<file path="src/rtl/btn_acond_pulsos.sv">
// Push-button conditioner: per-lane 2-FF synchroniser, counter debounce,
// one-cycle press pulse and optional auto-repeat while the button is held.
module btn_acond_pulsos #(
    parameter int N_BTN     = 4,
    parameter int DEB_CYC   = 500000,
    parameter int REP_DELAY = 25000000,
    parameter int REP_RATE  = 5000000,
    parameter int REP_EN    = 1,
    parameter int CNT_W     = 25
) (
    input  logic             clk_i,
    input  logic             reset,
    input  logic [N_BTN-1:0] btn_i,
    input  logic             en_i,
    output logic [N_BTN-1:0] level_o,
    output logic [N_BTN-1:0] pulse_o
);

    typedef enum logic [1:0] {IDLE, DELAY, REPEAT, HOLD} rep_state_t;

    localparam logic [CNT_W-1:0] DEB_LAST   = CNT_W'(DEB_CYC - 1);
    localparam logic [CNT_W-1:0] DELAY_LAST = CNT_W'(REP_DELAY - 1);
    localparam logic [CNT_W-1:0] RATE_LAST  = CNT_W'(REP_RATE - 1);
    localparam logic [CNT_W-1:0] CNT_MAX    = '1;
    localparam logic [CNT_W-1:0] CNT_ONE    = CNT_W'(1);

    logic [N_BTN-1:0] s1, s2;

    // NOTE: sequential state uses non-blocking assignments so s2 takes the
    // previous s1, not the value written in the same edge.
    always_ff @(posedge clk_i or posedge reset) begin
        if (reset) begin
            s1 <= '0;
            s2 <= '0;
        end else begin
            s1 <= btn_i;
            s2 <= s1;
        end
    end

    for (genvar g = 0; g < N_BTN; g++) begin : g_lane
        logic             level_q, level_nxt;
        logic             pulse_q, pulse_nxt;
        logic [CNT_W-1:0] dcnt, dcnt_nxt;
        logic [CNT_W-1:0] rcnt, rcnt_nxt;
        rep_state_t       state, state_nxt;
        logic             rise, fall;

        // NOTE: every combinational output gets a default first, so no
        // path through the block leaves it unassigned and infers a latch.
        always_comb begin
            dcnt_nxt  = '0;
            level_nxt = level_q;
            if (s2[g] != level_q) begin
                if (dcnt == DEB_LAST)
                    level_nxt = s2[g];
                else if (dcnt != CNT_MAX)
                    dcnt_nxt = dcnt + CNT_ONE;
                else
                    dcnt_nxt = dcnt;
            end
        end

        // Edges are taken from the next level so the press pulse lands on
        // the same clock edge that level_o rises.
        assign rise = level_nxt & ~level_q;
        assign fall = ~level_nxt & level_q;

        always_comb begin
            state_nxt = state;
            rcnt_nxt  = rcnt;
            pulse_nxt = 1'b0;
            if (!en_i || fall) begin
                state_nxt = IDLE;
                rcnt_nxt  = '0;
            end else begin
                case (state)
                    IDLE: begin
                        if (rise) begin
                            pulse_nxt = 1'b1;
                            rcnt_nxt  = '0;
                            state_nxt = (REP_EN != 0) ? DELAY : HOLD;
                        end
                    end
                    DELAY: begin
                        if (rcnt == DELAY_LAST) begin
                            pulse_nxt = 1'b1;
                            rcnt_nxt  = '0;
                            state_nxt = REPEAT;
                        end else if (rcnt != CNT_MAX) begin
                            rcnt_nxt = rcnt + CNT_ONE;
                        end
                    end
                    REPEAT: begin
                        if (rcnt == RATE_LAST) begin
                            pulse_nxt = 1'b1;
                            rcnt_nxt  = '0;
                        end else if (rcnt != CNT_MAX) begin
                            rcnt_nxt = rcnt + CNT_ONE;
                        end
                    end
                    HOLD:    state_nxt = HOLD;
                    default: state_nxt = IDLE;
                endcase
            end
        end

        always_ff @(posedge clk_i or posedge reset) begin
            if (reset) begin
                level_q <= 1'b0;
                pulse_q <= 1'b0;
                dcnt    <= '0;
                rcnt    <= '0;
                state   <= IDLE;
            end else begin
                level_q <= level_nxt;
                pulse_q <= pulse_nxt;
                dcnt    <= dcnt_nxt;
                rcnt    <= rcnt_nxt;
                state   <= state_nxt;
            end
        end

        assign level_o[g] = level_q;
        assign pulse_o[g] = pulse_q;
    end

endmodule
</file>
<file path="config.mk">
export PLATFORM = sky130hd
export DESIGN_NAME = btn_acond_pulsos
export DESIGN_NICKNAME = d
export VERILOG_FILES = /design/src/rtl/btn_acond_pulsos.sv
export SDC_FILE = /design/constraint.sdc
export NUM_CORES = 1
export LEC_CHECK = 0
export CAP_MARGIN = 20
export CORE_UTILIZATION = 50
export CTS_BUF_LIST = sky130_fd_sc_hd__clkbuf_8
export DETAILED_ROUTE_END_ITERATION = 8
export GPL_TIMING_DRIVEN = 0
export PLACE_DENSITY = 0.73
export SLEW_MARGIN = 20
export SYNTH_ARGS = -nofsm -noshare
export SYNTH_HDL_FRONTEND = slang
export SYNTH_SLANG_ARGS = --single-unit
</file>
<file path="constraint.sdc">
create_clock -name clk_i -period 10.4 [get_ports clk_i]
set_input_delay 2.08 -clock clk_i [delete_from_list [all_inputs] [get_ports clk_i]]
set_output_delay 2.08 -clock clk_i [all_outputs]
set_load 0.05 [all_outputs]
</file>
# Word level (Yosys, flattened, before mapping)
# Index checks and enable logic that the tools add are counted.
[word_totals]
out_inout_bits = 8
inputBits = 7
reg_bits = 224
[op_classes]
eq_ne = 48
addsub = 8
bitwise_logic = 16
reduce_logical = 25
muxes = 80
[ops]
columns = ["operator", "count"]
rows = [
  ["$mux W25", 32],
  ["$pmux W25 S3", 4],
  ["$add A25 B1 Y25 const B", 8],
  ["$ne A25 B25 Y1 const B", 8],
  ["$eq A25 B19 Y1 const B", 4],
  ["$eq A25 B23 Y1 const B", 4],
  ["$eq A25 B25 Y1 const B", 4],
  ["$reduce_bool A4 Y1", 8],
  ["$mux W1", 24],
  ["$mux W2", 12],
  ["$ne A3 B3 Y1 const B", 8],
  ["$pmux W2 S3", 4],
  ["$eq A2 B2 Y1 const B", 8],
  ["$ne A3 B1 Y1 const B", 4],
  ["$pmux W1 S3", 4],
  ["$reduce_and A3 Y1", 4],
  ["$and A1 B1 Y1", 8],
  ["$eq A2 B1 Y1 const B", 4],
  ["$logic_not A2 Y1", 4],
  ["$not A1 Y1", 8],
  ["$reduce_and A2 Y1", 4],
  ["$logic_or A1 B1 Y1", 4],
  ["$ne A1 B1 Y1", 4],
  ["$logic_not A1 Y1", 1],
]

# Depth between registers and ports, before layout
# Gate-level depths: netlist of the first run.
[depth]
depth_word = 8
ltp_mapped = 9

# Least setup slack after synthesis of the first run
# No wires, ideal clock.
[synth_timing]
path_type = "in2reg"
startpoint = "input en_i"
endpoint = "register g_lane[0].rcnt[1]"
path_buffers = 2
stages = 6
setup_ps = 132
t_arrival_ps = 3071
required_ps = 10268
path_slack_ps = 7197
path_cell_list = "o41ai_4 > a22oi_2 > buf_2 > buf_2 > mux2i_1 > nor2_1"
[synth_via]
elab_chain_len = 4
[synth_rtl]
columns = ["item", "line_no", "source"]
rows = [
  ["from (decl)", "14", "input logic en_i,"],
  ["$logic_not A1 Y1 *", "73", "if (!en_i || fall) begin"],
  ["$logic_or A1 B1 Y1 *", "73", ""],
  ["$ne A3 B3 Y1 (no source line) / $reduce_bool A4 Y1 (equally long branches)", "n/a", ""],
  ["$reduce_and A2 Y1 (no source line)", "n/a", ""],
  ["to (signal assigned)", "119", "rcnt <= rcnt_nxt;"],
  ["to (decl)", "45", "logic [CNT_W-1:0] rcnt, rcnt_nxt;"],
]
# Mark *: on every way between the ends. The rest lies on a longest branch, timed or not.
# A chain may end at the register's enable or synchronous reset.

# Final worst setup path of the first run
[layout_timing]
startpoint = "input en_i"
endpoint = "register g_lane[0].rcnt[19]"
# Same word-level chain as after synthesis.

==> flow_summary.json, run 1 <==
{
  "synth_top_family_by_area": "simple AND/OR/NAND/NOR gates",
  "num_vias": 10600,
  "power_density_mw_per_mm2": 140,
  "worstHoldPathType": "register to register",
  "die_h_um": 161,
  "wl_um": 27200,
  "slew_headroom_pct": 25.2,
  "leakagePower_uw": 0.00560,
  "final_cell_mix": "224 x dfrtp_1, 178 x nor2_1, 87 x nand3_1, 85 x nand2_1, 84 x nand4_1",
  "worstPathRequired_ps": 10850,
  "antenna_found_initial": 0,
  "drtIter0Drc": 738,
  "synth_compound_area_share_pct": 9.59,
  "cts_buffers": 40,
  "critPathLaunchType": "input pin",
  "period_share_pct": 40.7,
  "syn_area_mm2": 0.0127,
  "grtUsageTotal_pct": 21.7,
  "syn-instance-count": 1382,
  "grt_first_pass_wirelength_um": 47600,
  "synth-xor-area-share_pct": 8.85,
  "num_antenna_cells": 0,
  "cp-end-kind": "register",
  "start_util_pct": 51.5,
  "clkLatencyLatePin_ps": 540,
  "setup_viol": 0,
  "dp_hpwl_um": 18800,
  "detail-route-antenna-nets": 0,
  "cts_sinks": 224,
  "gp_congestion": 0.886,
  "cp_top_family": "buffers and inverters",
  "coreArea_mm2": 0.0246,
  "seq_area_frac_synth_pct": 44.2,
  "ctsResizeCount": 0,
  "avgRoutedWirePerCell_um": 15.2,
  "fin_crit_ps": 4240,
  "clock-skew-final_ps": 15.2,
  "hold_violations": 0,
  "drc": 0,
  "post-place-cells": 1722,
  "synth-adder-area-share_pct": 2.67,
  "synth_mux_area_share_pct": 0.919,
  "report.final.slew_viol_count": 0,
  "firstDrtPassIters": 5,
  "drive_gt1_share_pct": 8.23,
  "io_buffers": 14,
  "syn-num-nets": 1416,
  "fin_hold_ws_ps": 351,
  "tns_ps": 0,
  "rsz0062_at_grt": "no",
  "cts_tree": "done",
  "crit_buf_inv": 3,
  "max_stage_delay_ps": 930,
  "synth.distinct_cells": 63,
  "maxCapViolations": 0,
  "worst_ep_arrival_time_ps": 4680,
  "crit_chain": "clkdlybuf4s50_1 -> o41ai_4 -> a22oi_2 -> clkbuf_1 -> buf_2 -> o21ai_0 -> a21oi_1",
  "final_common_cell": "dfrtp_1",
  "dieWidth_um": 161,
  "syn_area_per_cell_um2": 9.17,
  "nets": 1474,
  "grt_pass1_vias": 10100,
  "synth-edff-count": 0,
  "rows": 57,
  "yosys_warnings": 0,
  "dieArea_mm2": 0.0260,
  "outcome": "finished clean",
  "synth.area.top_cells": "dfrtp_1 44%, nor2_1 5.3%, xnor2_1 4.9%",
  "synth_top_flop_cell": "dfrtp_1",
  "area_growth_pct": 12.0,
  "max-vdd-ir-drop_mv": 0.0807,
  "cts_root_buffer": "clkbuf_8",
  "cts_hold_buf": 0,
  "crit_type": "input pin to register",
  "instances_no_fill": 1795,
  "ys_ff_latch": 224,
  "htree_num_levels": 2,
  "crit_path_max_fanout": 10,
  "synth-simple-area-share_pct": 30.7,
  "clockBufferDepth": 3,
  "ioPinCount": 15,
  "grt-ovfl-total": 0,
  "clkTransAtPathRegs_ps": 60,
  "synth_area_leader_cell": "dfrtp_1",
  "cts_setup_buffers": 0,
  "async_flop_share_pct": 100,
  "worst_pin_slew_ps": 1110,
  "grt_start_max_net_pins": 97,
  "fmaxAchievable_mhz": 236,
  "crit_slowest_cell": "clkdlybuf4s50_1",
  "yosysTopAreaCellShare_pct": 44.2,
  "viasPerCell": 5.91
}
state kept, by name, summed over array words and instances, names as in the netlist:
signal and cells:
g_lane.state 8, g_lane.dcnt 100, s1 4, g_lane.rcnt 100, g_lane.level_q 4, g_lane.pulse_q 4, s2 4
logic make-up (layout without fill, tap and decap cells):
| logic type | after synthesis | count (layout) |
|---|---|---|
| xor gates and xnor gates | 128 | 128 |
| buffers and inverters | 87 | 176 |
| muxes | 11 | 11 |
| DFF | 224 | 224 |
| and+or+nand+nor | 719 | 719 |
| adders and majority gates | 27 | 27 |
| AOI/OAI and AO/OA | 186 | 186 |
final cells by class:
| cell class | instances | area (µm²) |
|---|---|---|
| clock inverters | 25 | 248 |
| plain buffers | 60 | 282 |
| multi-input cells | 1071 | 6680 |
| inverters | 27 | 109 |
| clock buffers | 48 | 661 |
| flip-flops and latches | 224 | 5610 |
| repair buffers | 16 | 195 |
| fillers | 2223 | 10400 |
| well taps | 324 | 405 |
per-layer routing:
metal | track usage (%) | vias up | share of wire [%]
met5 | 0 | - | 0
met4 | 8.02 | 0 | 2.6
met3 | 3.80 | 65 | 4.9
met2 | 33.6 | 249 | 45
met1 | 30.6 | 5125 | 47
li1 | - | 5167 | -
synth_stat cells, types with 38 or more instances:
master and n:
a21oi_1 71, clkbuf_1 38, dfrtp_1 224, nand2_1 85, nand3_1 87, nand4_1 84, nor2_1 178, nor3_1 47
nor4_1 41, o21ai_0 38, xnor2_1 71, xor2_1 57
final timing paths:
check / start / end / slack [ps] / depth (start not counted)
min in group asynchronous: reset / g_lane[3].rcnt[13]$_DFFE_PP0P_ / 1910 / 2
hold / removal: s1[1]$_DFF_PP0_ / s2[1]$_DFF_PP0_ / 350 / 0
setup reg to reg: g_lane[0].rcnt[7]$_DFFE_PP0P_ / g_lane[0].rcnt[19]$_DFFE_PP0P_ / 7320 / 8
setup / recovery: en_i / g_lane[0].rcnt[19]$_DFFE_PP0P_ / 6160 / 7
hold reg to reg: s1[1]$_DFF_PP0_ / s2[1]$_DFF_PP0_ / 350 / 0
max in group asynchronous: reset / g_lane[1].rcnt[7]$_DFFE_PP0P_ / 7290 / 4
per-stage QoR:
step / worst slack [ps] / area [µm²] / util, % / power (µW)
after floorplan: 2190 / 12700 / - / 1040
after global placement: -801 / 13200 / 53.7 / 1080
after detailed placement: 5730 / 13300 / 54.0 / 1090
after CTS: 6210 / 14200 / 57.7 / 2010
after global routing: 5980 / 14200 / 57.7 / 2080
final: 6160 / 14200 / 57.7 / 1990
worst reg2reg max path, stage by stage (launching register included):
cell,delay [ps]
dfrtp_1,470
nand4_1,170
nor3_1,740
nand3_1,190
a22oi_2,480
clkbuf_1,380
buf_2,300
o21ai_0,130
a21oi_1,140
power breakdown:
group,internal [µW],leakage [µW],switching [µW]
clock network,547,0.000494,371
registers,885,0.00310,13.6
logic,51.6,0.00201,119
Note: power is estimated with default switching activity, not from simulation.
==> run 2, diff against run 1 <==
==> constraint.sdc (replaced) <==
create_clock -name clk_i -period 4 [get_ports clk_i]
set_input_delay 0.8 -clock clk_i [delete_from_list [all_inputs] [get_ports clk_i]]
set_output_delay 0.8 -clock clk_i [all_outputs]
set_load 0.05 [all_outputs]
==> run 2 against run 1 <==
Global-route usage rose by 0.099 points. Register-to-register slack got worse by 6400 ps. Sequential power rose to 2.6 times the previous value. Count of clock-buffer cells in the layout rose by 3. Worst setup slack got worse by 5200 ps. Total power rose to 2.6 times the previous value. Sequential share of layout area fell by 0.16 points. Combinational power rose to 2.7 times the previous value. Wire length rose by 0.74%. Via count rose by 0.26%. Largest cell class unchanged. Highest routed layer unchanged.
==> flow_summary.json, run 2 (same netlist as run 1, synthesis figures left out) <==
{
  "outcome": "finished clean",
  "detail-route-antenna-nets": 0,
  "ff2ff_path_depth": 8,
  "rsz0062_at_grt": "no",
  "worstHoldPathType": "register to register",
  "clockBufferDepth": 3,
  "viasPerCell": 5.91,
  "slew_headroom_pct": 26.7,
  "grt_start_max_net_pins": 36,
  "reg2reg_to": "g_lane[0].rcnt[19]$_DFFE_PP0P_",
  "drc": 0,
  "power_density_mw_per_mm2": 357,
  "maxCapViolations": 0,
  "gp_congestion": 0.888,
  "htree_num_levels": 2,
  "max-vdd-ir-drop_mv": 0.378,
  "grt_pass1_vias": 10200,
  "final_cell_mix": "224 x dfrtp_1, 178 x nor2_1, 87 x nand3_1, 85 x nand2_1, 84 x nand4_1",
  "leakagePower_uw": 0.00562,
  "cp-endpoint": "g_lane[0].rcnt[19]$_DFFE_PP0P_",
  "rrSetupSlack_ps": 950,
  "crit_chain": "nand4_1 -> nor3_1 -> nand3_1 -> a22oi_2 -> clkbuf_1 -> buf_2 -> o21ai_0 -> a21oi_1",
  "grt-ovfl-total": 0,
  "worst_pin_slew_ps": 1090,
  "fillers": 2155,
  "cts_hold_buf": 0,
  "largestRegisters": "g_lane.dcnt: 100 flops, g_lane.rcnt: 100 flops, g_lane.state: 8 flops",
  "setup_viol": 0,
  "period_share_pct": 76.2,
  "firstDrtPassIters": 7,
  "rows": 57,
  "io_buffers": 14,
  "cts_sinks": 224,
  "coreArea_mm2": 0.0246,
  "antenna_found_initial": 0,
  "hold_violations": 0,
  "drive_gt1_share_pct": 8.41,
  "start_util_pct": 51.5,
  "num_vias": 10600,
  "cts_root_buffer": "clkbuf_8",
  "crit_path_max_fanout": 10,
  "area_growth_pct": 12.4,
  "worst_ep_arrival_time_ps": 3500,
  "dieArea_mm2": 0.0260,
  "wl_um": 27400,
  "finish.utilization_pct": 57.9,
  "crit_buf_inv": 2,
  "grt_first_pass_wirelength_um": 48000,
  "tns_ps": 0,
  "max_stage_delay_ps": 730,
  "worstPathRequired_ps": 4450,
  "drtIter0Drc": 735,
  "clkLatencyLatePin_ps": 540,
  "p_total_uw": 5090,
  "avgRoutedWirePerCell_um": 15.2,
  "fin_crit_ps": 3050,
  "grtUsageTotal_pct": 21.8,
  "dp_hpwl_um": 19100,
  "critPathLaunchType": "register",
  "worstReg2RegStart": "g_lane[0].rcnt[8]$_DFFE_PP0P_",
  "dieWidth_um": 161,
  "final_common_cell": "dfrtp_1",
  "nets": 1479,
  "cts_setup_buffers": 0,
  "cp-end-kind": "register",
  "cts_buffers": 40,
  "crit_cells": 8,
  "clkTransAtPathRegs_ps": 60,
  "ioPinCount": 15,
  "crit_slowest_cell": "nor3_1",
  "cp_top_family": "simple AND/OR/NAND/NOR gates",
  "clock-skew-final_ps": 14.4,
  "die_h_um": 161,
  "ctsResizeCount": 0,
  "crit_type": "register to register",
  "num_antenna_cells": 0,
  "worstSetupStartpoint": "g_lane[0].rcnt[8]$_DFFE_PP0P_",
  "cts_tree": "done",
  "fmaxAchievable_mhz": 328,
  "report.final.slew_viol_count": 0
}
## run 2: cell types whose count changed in the layout (fill, tap and decap cells not counted), moves of 2 or more
cell | previous run | this run
buf_12 | 0 | 7
clkbuf_8 | 48 | 51
clkinvlp_4 | 3 | 5
clkinv_2 | 9 | 4
buf_16 | 2 | 0
bufinv_16 | 5 | 3
## run 2: worst min path at each step
stage | endpoint | slack (ps) | cells past startpoint | startpoint
6_report | s2[3]$_DFF_PP0_ | 350 | 0 | s1[3]$_DFF_PP0_
5_1_grt | s2[1]$_DFF_PP0_ | 360 | 0 | s1[1]$_DFF_PP0_
4_1_cts | s2[3]$_DFF_PP0_ | 350 | 0 | s1[3]$_DFF_PP0_
3_5_place_dp | s2[3]$_DFF_PP0_ | 340 | 0 | s1[3]$_DFF_PP0_
3_3_place_gp | s2[3]$_DFF_PP0_ | 330 | 0 | s1[3]$_DFF_PP0_
2_1_floorplan | s2[0]$_DFF_PP0_ | 330 | 0 | s1[0]$_DFF_PP0_
## run 2: per-stage QoR
step           setup WS [ps]  hold slack, ps  area [µm²]  std cells
2_1_floorplan            276             331       12700       1382
3_3_place_gp           -1450             332       13200       1720
3_5_place_dp             665             336       13400       1727
4_1_cts                  976             348       14200       1798
5_1_grt                  634             357       14200       1798
6_report                 950             345       14200       1798
## run 2: cell type report
cell class | instances | area [µm²] | area share [%]
buffer | 60 | 282 | 1.98
clock buffer | 51 | 702 | 4.93
clock inverter | 20 | 174 | 1.22
inverter | 27 | 105 | 0.738
multi-input combinational | 1071 | 6690 | 47.0
sequential | 224 | 5610 | 39.4
tap | 324 | 405 | 2.85
timing repair buffer | 21 | 280 | 1.97
## run 2: power breakdown
| group | internal [µW] | switching [µW] |
|---|---|---|
| logic | 142 | 309 |
| clock network | 1340 | 964 |
| registers | 2300 | 33.4 |
| total | 3780 | 1310 |
## run 2: worst reg2reg max path, delay by kind of cell, from the launching register on
kind            cells  cell delay [ps]
compound gates      3              730
buf+inv             2              680
simple gates        3             1110
flops               1              450
## run 2: per-layer routing
layer / track usage, % / share of wire, % / routed length (µm) / vias up
met5: 0 / 0 / 0 / -
met4: 8.28 / 2.3 / 635 / 0
met3: 2.80 / 4.5 / 1230 / 48
met2: 35.3 / 47 / 12800 / 270
met1: 29.9 / 46 / 12700 / 5130
li1: - / - / - / 5186
==> run 3, diff against run 2 <==
--- a/config.mk
+++ b/config.mk
@@ -10,7 +10,7 @@
 export CTS_BUF_LIST = sky130_fd_sc_hd__clkbuf_8
 export DETAILED_ROUTE_END_ITERATION = 8
 export GPL_TIMING_DRIVEN = 0
-export PLACE_DENSITY = 0.73
+export PLACE_DENSITY = 0.75
 export SLEW_MARGIN = 20
 export SYNTH_ARGS = -nofsm -noshare
 export SYNTH_HDL_FRONTEND = slang
==> constraint.sdc (replaced) <==
create_clock -name clk_i -period 2.5 [get_ports clk_i]
set_input_delay 0.5 -clock clk_i [delete_from_list [all_inputs] [get_ports clk_i]]
set_output_delay 0.5 -clock clk_i [all_outputs]
set_load 0.05 [all_outputs]
==> run 3 against run 2 <==
The flow now finishes with violations (negative setup slack). Combinational power increased by 97%. Wire length increased by 5.9%. Fmax increased by 22%. Sequential cell count unchanged. Non-clock buffer count increased by 38. Critical endpoint is now g_lane[0].rcnt[11]$_DFFE_PP0P_.
==> flow_summary.json, run 3 (same netlist as run 1, synthesis figures left out) <==
{
  "worst_ep_arrival_time_ps": 2980,
  "grt_pass1_vias": 10700,
  "area_growth_pct": 18.9,
  "largestRegisters": "g_lane.dcnt: 100 flops, g_lane.rcnt: 100 flops, g_lane.state: 8 flops",
  "avgRoutedWirePerCell_um": 15.8,
  "leakagePower_uw": 0.00607,
  "worst_pin_slew_ps": 732,
  "viasPerCell": 5.96,
  "wl_um": 29000,
  "dp_hpwl_um": 19100,
  "worstHoldPathType": "register to register",
  "num_antenna_cells": 0,
  "outcome": "finished with violations",
  "htree_num_levels": 2,
  "instances_no_fill": 1838,
  "max-vdd-ir-drop_mv": 0.455,
  "io_buffers": 14,
  "finish.utilization_pct": 61.2,
  "pre_cts_slack_ps": -613,
  "crit_path_max_fanout": 5,
  "cp-end-kind": "register",
  "cts_tree": "done",
  "cts_root_buffer": "clkbuf_8",
  "report.final.slew_viol_count": 0,
  "final_cell_mix": "215 x dfrtp_1, 178 x nor2_1, 86 x nand3_1, 84 x nand4_1, 83 x nand2_1",
  "rsz0062_at_grt": "yes",
  "clkTransAtPathRegs_ps": 60,
  "num_vias": 11000,
  "clockBufferDepth": 3,
  "hold_violations": 0,
  "placed_area_mm2": 0.0134,
  "violations": "negative setup slack",
  "critPathLaunchType": "register",
  "rows": 57,
  "antenna_found_initial": 0,
  "slew_headroom_pct": 51.1,
  "start_util_pct": 51.5,
  "die_h_um": 161,
  "drc": 0,
  "period_share_pct": 100,
  "layout_setup_ws_ps": -5.34,
  "cts_buffers": 40,
  "firstDrtPassIters": 5,
  "worstPathRequired_ps": 2970,
  "coreArea_mm2": 0.0246,
  "clock-skew-final_ps": 23.8,
  "drive_gt1_share_pct": 16.0,
  "grt-ovfl-total": 0,
  "cts_hold_buf": 0,
  "clkLatencyLatePin_ps": 550,
  "dieWidth_um": 161,
  "cts_sinks": 224,
  "crit_type": "register to register",
  "grtUsageTotal_pct": 22.5,
  "drtIter0Drc": 917,
  "fmaxAchievable_mhz": 399,
  "setup_viol": 1,
  "final_common_cell": "dfrtp_1",
  "detail-route-antenna-nets": 0,
  "fin_crit_ps": 2510,
  "fin_area_mm2": 0.0151,
  "fillers": 2073,
  "p_total_uw": 8450,
  "dieArea_mm2": 0.0260,
  "grt_start_max_net_pins": 35,
  "grt_first_pass_wirelength_um": 49600,
  "power_density_mw_per_mm2": 561,
  "maxCapViolations": 0,
  "post-place-cells": 1727,
  "ioPinCount": 15,
  "gp_congestion": 0.871,
  "nets": 1517
}
run 3: changes by cell type in the layout (fill, tap and decap cells not counted), sizes merged:
cell,change
buf,+46
clkbuf,-11
inv,+4
bufinv,+2
clkinvlp,-2
clkinv,+1
run 3: worst max-delay path: stages (launching register included):
cell	delay, ps
dfrtp_1	440
ha_4	190
and2_1	140
nand4_1	130
buf_4	170
o41ai_4	390
a22oi_2	180
buf_4	190
or4_1	460
a21oi_1	160
run 3: per-stage QoR:
stage / TNS (ps) / hold WS (ps)
floorplan: -206980 / 331
global placement: -619900 / 337
detailed placement: -36510 / 340
CTS: 0 / 353
global route: -811 / 363
finish: -5.34 / 353
run 3: worst paths after layout:
check	startpoint	end	slack (ps)	depth (start not counted)
max reg2reg	g_lane[0].dcnt[1]$_DFFE_PP0P_	g_lane[0].rcnt[11]$_DFFE_PP0P_	-5	9
min reg2reg	s1[0]$_DFF_PP0_	s2[0]$_DFF_PP0_	350	0
min in group asynchronous	reset	g_lane[0].rcnt[2]$_DFFE_PP0P_	370	2
max	g_lane[0].dcnt[1]$_DFFE_PP0P_	g_lane[0].rcnt[11]$_DFFE_PP0P_	-5	9
max in group asynchronous	reset	g_lane[1].rcnt[17]$_DFFE_PP0P_	1350	4
min	s1[0]$_DFF_PP0_	s2[0]$_DFF_PP0_	350	0
run 3: timing repair:
item                                    in CTS  in global routing
endpoints found under the setup margin     119                185
buffers inserted                            21                 22
pin swaps                                   17                 24
gates resized for setup                     45                102
run 3: layout make-up:
type | instances | area [µm²] | share of cell area (%)
buffer | 55 | 324 | 2.15
clock buffer | 48 | 661 | 4.39
clock inverter | 25 | 239 | 1.59
inverter | 27 | 105 | 0.698
multi-input combinational | 1071 | 7110 | 47.2
sequential | 224 | 5620 | 37.3
tap | 324 | 405 | 2.69
timing repair buffer | 64 | 603 | 4.00
run 3: routing by layer:
layer	wire length [µm]	share of wire [%]	track usage, %	vias to the layer above
li1	-	-	-	5272
met1	13300	46	29.7	5322
met2	13800	48	37.0	296
met3	1290	4.4	3.44	65
met4	668	2.3	9.05	0
met5	0	0	0	-
run 3: report_power, final:
part           total, µW  internal, µW  switching (µW)  leakage (µW)
registers           3740          3680            56.8       0.00308
logic                889           345             544       0.00248
clock network       3830          2260            1570      0.000505
total               8450          6290            2170       0.00607
